--- src/rtl/spi_pkg.sv ---
// Shared definitions for the SPI subordinate: controller states, byte width
// and the default synchronizer depth.
package spi_pkg;

    typedef enum logic {
        IDLE   = 1'b0,
        ACTIVE = 1'b1
    } spi_state_t;

    localparam int BYTE_W          = 8;
    localparam int SYNC_STAGES_DEF = 2;

endpackage

--- src/rtl/spi_sync.sv ---
// Multi-flop synchronizer for one asynchronous input; resets to the line's
// idle level so no spurious edge is seen when reset releases.
module spi_sync #(
    parameter int   STAGES  = 2,
    parameter logic RST_VAL = 1'b0
) (
    input  logic clk,
    input  logic rst_n,
    input  logic i_d,
    output logic o_q
);

    logic [STAGES-1:0] r_sync;

    always_ff @(posedge clk) begin
        if (!rst_n) begin
            r_sync <= {STAGES{RST_VAL}};
        end else begin
            r_sync <= {r_sync[STAGES-2:0], i_d};
        end
    end

    assign o_q = r_sync[STAGES-1];

endmodule

--- src/rtl/spi_sub.sv ---
// SPI subordinate (miso driven on sclk rise, mosi sampled on sclk fall) with a
// one-byte transmit holding buffer, oversampled by clk through synchronizers.
//   state  | meaning
//   IDLE   | cs_n high; miso held 0, partial-byte state cleared
//   ACTIVE | cs_n low; bytes shifted on synchronized sclk edges
module spi_sub
    import spi_pkg::*;
#(
    parameter int SYNC_STAGES = SYNC_STAGES_DEF
) (
    input  logic              clk,
    input  logic              rst_n,
    input  logic              sclk,
    input  logic              cs_n,
    input  logic              mosi,
    output logic              miso,
    input  logic [BYTE_W-1:0] tx_data,
    input  logic              tx_load,
    output logic              tx_ready,
    output logic [BYTE_W-1:0] rx_data,
    output logic              rx_valid,
    output logic              tx_underrun,
    output logic              busy
);

    logic w_sclk_s;
    logic w_cs_s;
    logic w_mosi_s;

    spi_sync #(.STAGES(SYNC_STAGES), .RST_VAL(1'b0)) u_sync_sclk (
        .clk   (clk),
        .rst_n (rst_n),
        .i_d   (sclk),
        .o_q   (w_sclk_s)
    );

    spi_sync #(.STAGES(SYNC_STAGES), .RST_VAL(1'b1)) u_sync_cs (
        .clk   (clk),
        .rst_n (rst_n),
        .i_d   (cs_n),
        .o_q   (w_cs_s)
    );

    spi_sync #(.STAGES(SYNC_STAGES), .RST_VAL(1'b0)) u_sync_mosi (
        .clk   (clk),
        .rst_n (rst_n),
        .i_d   (mosi),
        .o_q   (w_mosi_s)
    );

    spi_state_t        r_state;
    spi_state_t        w_state_nxt;
    logic              r_sclk_d;
    logic              r_rise;
    logic              r_fall;
    logic [2:0]        r_bit_cnt;
    logic [BYTE_W-1:0] r_tx_shift;
    logic [BYTE_W-2:0] r_rx_shift;
    logic [BYTE_W-1:0] r_buf;
    logic              r_buf_full;
    logic              r_miso;
    logic [BYTE_W-1:0] r_rx_data;
    logic              r_rx_valid;
    logic              r_tx_underrun;

    always_ff @(posedge clk) begin
        if (!rst_n) begin
            r_state <= IDLE;
        end else begin
            r_state <= w_state_nxt;
        end
    end

    always_comb begin
        w_state_nxt = r_state;
        case (r_state)
            IDLE:    if (!w_cs_s) w_state_nxt = ACTIVE;
            ACTIVE:  if (w_cs_s)  w_state_nxt = IDLE;
            default: w_state_nxt = IDLE;
        endcase
    end

    // Edge pulses are registered, giving a fixed SYNC_STAGES+2 pin-to-output latency.
    always_ff @(posedge clk) begin
        if (!rst_n) begin
            r_sclk_d      <= 1'b0;
            r_rise        <= 1'b0;
            r_fall        <= 1'b0;
            r_bit_cnt     <= 3'd0;
            r_tx_shift    <= '0;
            r_rx_shift    <= '0;
            r_buf         <= '0;
            r_buf_full    <= 1'b0;
            r_miso        <= 1'b0;
            r_rx_data     <= '0;
            r_rx_valid    <= 1'b0;
            r_tx_underrun <= 1'b0;
        end else begin
            r_sclk_d      <= w_sclk_s;
            r_rise        <= w_sclk_s & ~r_sclk_d;
            r_fall        <= ~w_sclk_s & r_sclk_d;
            r_rx_valid    <= 1'b0;
            r_tx_underrun <= 1'b0;

            if (tx_load && !r_buf_full) begin
                r_buf      <= tx_data;
                r_buf_full <= 1'b1;
            end

            if (r_state == IDLE) begin
                r_miso     <= 1'b0;
                r_bit_cnt  <= 3'd0;
                r_rx_shift <= '0;
            end else begin
                if (r_rise) begin
                    if (r_bit_cnt == 3'd0) begin
                        // Byte start: a same-cycle tx_load only fills the buffer for the next byte.
                        if (r_buf_full) begin
                            r_miso     <= r_buf[BYTE_W-1];
                            r_tx_shift <= {r_buf[BYTE_W-2:0], 1'b0};
                            r_buf_full <= 1'b0;
                        end else begin
                            r_miso        <= 1'b0;
                            r_tx_shift    <= '0;
                            r_tx_underrun <= 1'b1;
                        end
                    end else begin
                        r_miso     <= r_tx_shift[BYTE_W-1];
                        r_tx_shift <= {r_tx_shift[BYTE_W-2:0], 1'b0};
                    end
                end
                if (r_fall) begin
                    r_rx_shift <= {r_rx_shift[BYTE_W-3:0], w_mosi_s};
                    r_bit_cnt  <= r_bit_cnt + 3'd1;
                    if (r_bit_cnt == 3'd7) begin
                        r_rx_data  <= {r_rx_shift, w_mosi_s};
                        r_rx_valid <= 1'b1;
                    end
                end
            end
        end
    end

    assign miso        = r_miso;
    assign tx_ready    = ~r_buf_full;
    assign rx_data     = r_rx_data;
    assign rx_valid    = r_rx_valid;
    assign tx_underrun = r_tx_underrun;
    assign busy        = (r_state == ACTIVE);

endmodule

--- config.mk ---
export PLATFORM = sky130hd
export DESIGN_NAME = spi_sub
export DESIGN_NICKNAME = d
export VERILOG_FILES = /design/src/rtl/spi_pkg.sv /design/src/rtl/spi_sync.sv /design/src/rtl/spi_sub.sv
export SDC_FILE = /design/constraint.sdc
export NUM_CORES = 1
export LEC_CHECK = 0
export CAP_MARGIN = 20
export CORE_UTILIZATION = 47
export CTS_CLUSTER_DIAMETER = 40
export CTS_CLUSTER_SIZE = 16
export DETAILED_ROUTE_END_ITERATION = 12
export HOLD_SLACK_MARGIN = 0.08
export PLACE_DENSITY_LB_ADDON = 0.2
export SLEW_MARGIN = 20
export SYNTH_ARGS = -nofsm -noshare
export SYNTH_HDL_FRONTEND = slang
export SYNTH_SLANG_ARGS = --single-unit
--- constraint.sdc ---
create_clock -name clk -period 1.34 [get_ports clk]
set_input_delay 0.268 -clock clk [delete_from_list [all_inputs] [get_ports clk]]
set_output_delay 0.268 -clock clk [all_outputs]
set_load 0.03 [all_outputs]
==> summary.txt <==
status = completed
Total GRT Usage = 17.4%
WL/cell = 11.3 um
Seq pwr share = 58.9%
Die Area = 3970 sq um
Clock power frac = 35.4%
post-synthesis async set-or-reset flop share = 0%
Critical Path End = tx_underrun
I/O pin count = 27
Num CTS Buffers = 5
Die Width = 63.0 um
largest net degree at the start of global routing = 28
clock skew = 9.37 ps
hold slack = 394 ps
list of most frequent post-synthesis cells = dfxtp_1 (47), nand2_1 (41), a21boi_1 (17), nor2_1 (12), mux2i_1 (9)
cell count after synthesis = 187
FF-to-FF path depth = 6
Die H = 63.0 um
Vias per Instance = 4.92
max cap viols = 0
CP Cell Sequence = dlygate4sd2_1
# diodes = 0
First-pass DRT Iterations = 4
hold-critical path depth = 1
Layout area overhead = 24.2%
Slew Limit Fails = 0
initial antenna violation count = 0
Power Density = 1120 nW/um^2
startpoint types = register
post-CTS setup buffers = 0
hold-fix buffers at CTS = 0
Root Buffer = clkbuf_8
Max-slew headroom = 79.3%
Main synth FF type = dfxtp_1
unrepaired setup endpoints after global routing = no
final worst path period need = 1290 ps
EDFF count, synth = 0
Initial Util = 50.9%
drt initial violations = 54
measured slew at the worst slew-check pin = 312 ps
Mean Syn Cell Area = 9.36 sq um
Design Power = 2.44 mW
global-route wire length before repair = 5310 um
R2R Path Start = r_bit_cnt[0]$_SDFFE_PN0P_
Comb pwr share = 5.7%
Crit path required time = 1070 ps
CTS tree = built
CTS Buffer Depth = 2
Leak = 0.793 nW
area of the core = 3440 sq um
Critical R2R Capture = r_tx_shift[2]$_SDFFE_PN0P_
# setup viols final = 0
DRC violations left = 0
switching power = 566 uW
post-route cell area = 2170 sq um
Synth Warn # = 0
total grt overflow = 0
FF+latch count, synth = 47
instance count on the critical path = 1
worst hold path type = register to register
synthesized net count = 204
sw frac = 23.2%
Core Util, Final = 63.1%
slowest cell on the critical path = dlygate4sd2_1
post-synth top area share = 53.8%
critical path arrival = 1030 ps
Max VDD drop = 0.629 mV
post-route clock period utilization = 96.5%
Crit Path Class = register to primary output
Synth area leaders = dfxtp_1 (54%), nand2_1 (8.8%), a21boi_1 (7.3%)
Pint = 1.88 mW
Hold Violations, Final = 0
Vias = 1295
Clk Latency, worst-skew pair = 310 ps
Post-Place Cells = 255
Sink Count = 47
CP Buf/Inv Count = 1
critical path's top delay family = buffers and inverters
ratio of cells with drive above 1 in the final layout = 13.8%
vias in the first global route = 1269
Area after DPL = 2070 sq um
gpl congestion = 0.828
Clock transition at path regs = 80 ps
Worst R2R Setup Slack = 120 ps
Setup crit start = tx_underrun$_SDFF_PN0_
antenna viol nets, final = 0
Post-Syn Area = 1750 sq um
DP Wirelength = 2170 um
crit-path max cell delay = 400 ps
htree depth = 2
Post-Layout Cell Count = 263
leading area contributor after synthesis = dfxtp_1
Seq/Total Area, Yosys = 53.8%
Max Clock Freq = 773 MHz
synth unique cells = 27
Core Rows = 21
Critical Path Sink Type = primary output
count of input and output buffers = 26
most numerous cell in the Yosys netlist = dfxtp_1
CP Max Fanout = 1
total wire length = 2980 um
fin nets = 233
[sequential cells by signal (all words and copies together) (netlist names), 2 cells and up]
signal / cells
r_buf: 8
r_tx_shift: 7
u_sync_cs.r_sync: 2
u_sync_mosi.r_sync: 2
r_bit_cnt: 3
u_sync_sclk.r_sync: 2
rx_data: 8
r_rx_shift: 7
[how the worst min path moves through the flow]
stage                                         from                        endpoint
floorplan                                    rst_n  u_sync_cs.r_sync[0]$_SDFF_PN1_
global placement    u_sync_cs.r_sync[1]$_SDFF_PN1_                 busy$_SDFF_PN0_
detailed placement  u_sync_cs.r_sync[1]$_SDFF_PN1_                 busy$_SDFF_PN0_
CTS                 u_sync_cs.r_sync[1]$_SDFF_PN1_                 busy$_SDFF_PN0_
global route        u_sync_cs.r_sync[1]$_SDFF_PN1_                 busy$_SDFF_PN0_
finish              u_sync_cs.r_sync[1]$_SDFF_PN1_                 busy$_SDFF_PN0_
[power groups by stage]
stage                     registers (mW)  clock network, mW  logic, mW
final                               1.44              0.864      0.139
after global placement              1.47                  0      0.140
after detailed placement            1.47                  0      0.143
after floorplan                     1.47                  0     0.0735
after CTS                           1.44              0.891      0.142
after global routing                1.44              0.950      0.156
[cells by family (layout without fill, tap and decap cells)]
group / Yosys count / in the layout / share of synthesized area (%)
AND/OR/NAND/NOR: 80 / 80 / 21.4
flip-flops: 47 / 47 / 53.8
AO/OA/AOI/OAI: 32 / 32 / 12.7
buffers and inverters: 15 / 45 / 4.43
multiplexers: 9 / 9 / 5.15
adder cells (fa/ha/maj): 3 / 3 / 2.14
XOR/XNOR: 1 / 1 / 0.500
[metrics by stage]
step / TNS [ps] / worst slack [ps]
after global placement: -7.93 / -7.93
final: 0 / 46.8
after detailed placement: -47.7 / -17.1
after CTS: -12.8 / -12.8
after global routing: 0 / 6.07
after floorplan: 0 / 88.6
[final cells by class]
class                   count  area, sq um
well taps                  46         57.6
clock inverters             3         25.0
clock buffers               5         68.8
inverters                   3         11.3
multi-input cells         125          754
fillers                   300         1270
flip-flops and latches     47          941
repair buffers             34          315
[layout by cell type, fill, tap and decap left out, types with 5 or more instances in the layout]
cell	Yosys	layout
nor2_1	12	12
clkdlybuf4s50_1	0	13
clkdlybuf4s15_1	0	6
a31oi_1	7	7
clkbuf_8	0	5
and2_1	6	6
nand2_1	41	41
o21ai_1	6	6
a21boi_1	17	17
dfxtp_1	47	47
nand3_1	7	6
mux2i_1	9	9
buf_4	1	7
[routing by layer]
| metal | global-route usage (%) | vias to the layer above | routed length, um |
|---|---|---|---|
| met1 | 19.1 | 594 | 1340 |
| met4 | 10.2 | 0 | 65 |
| met3 | 6.02 | 7 | 135 |
| met5 | 0 | - | 0 |
| met2 | 28.9 | 25 | 1430 |
| li1 | - | 669 | - |
[repair_timing]
action                     CTS  global route
cloned                       0             0
resized for setup           13            19
setup endpoints to repair   13            25
Power figures use the tool's default switching activity.
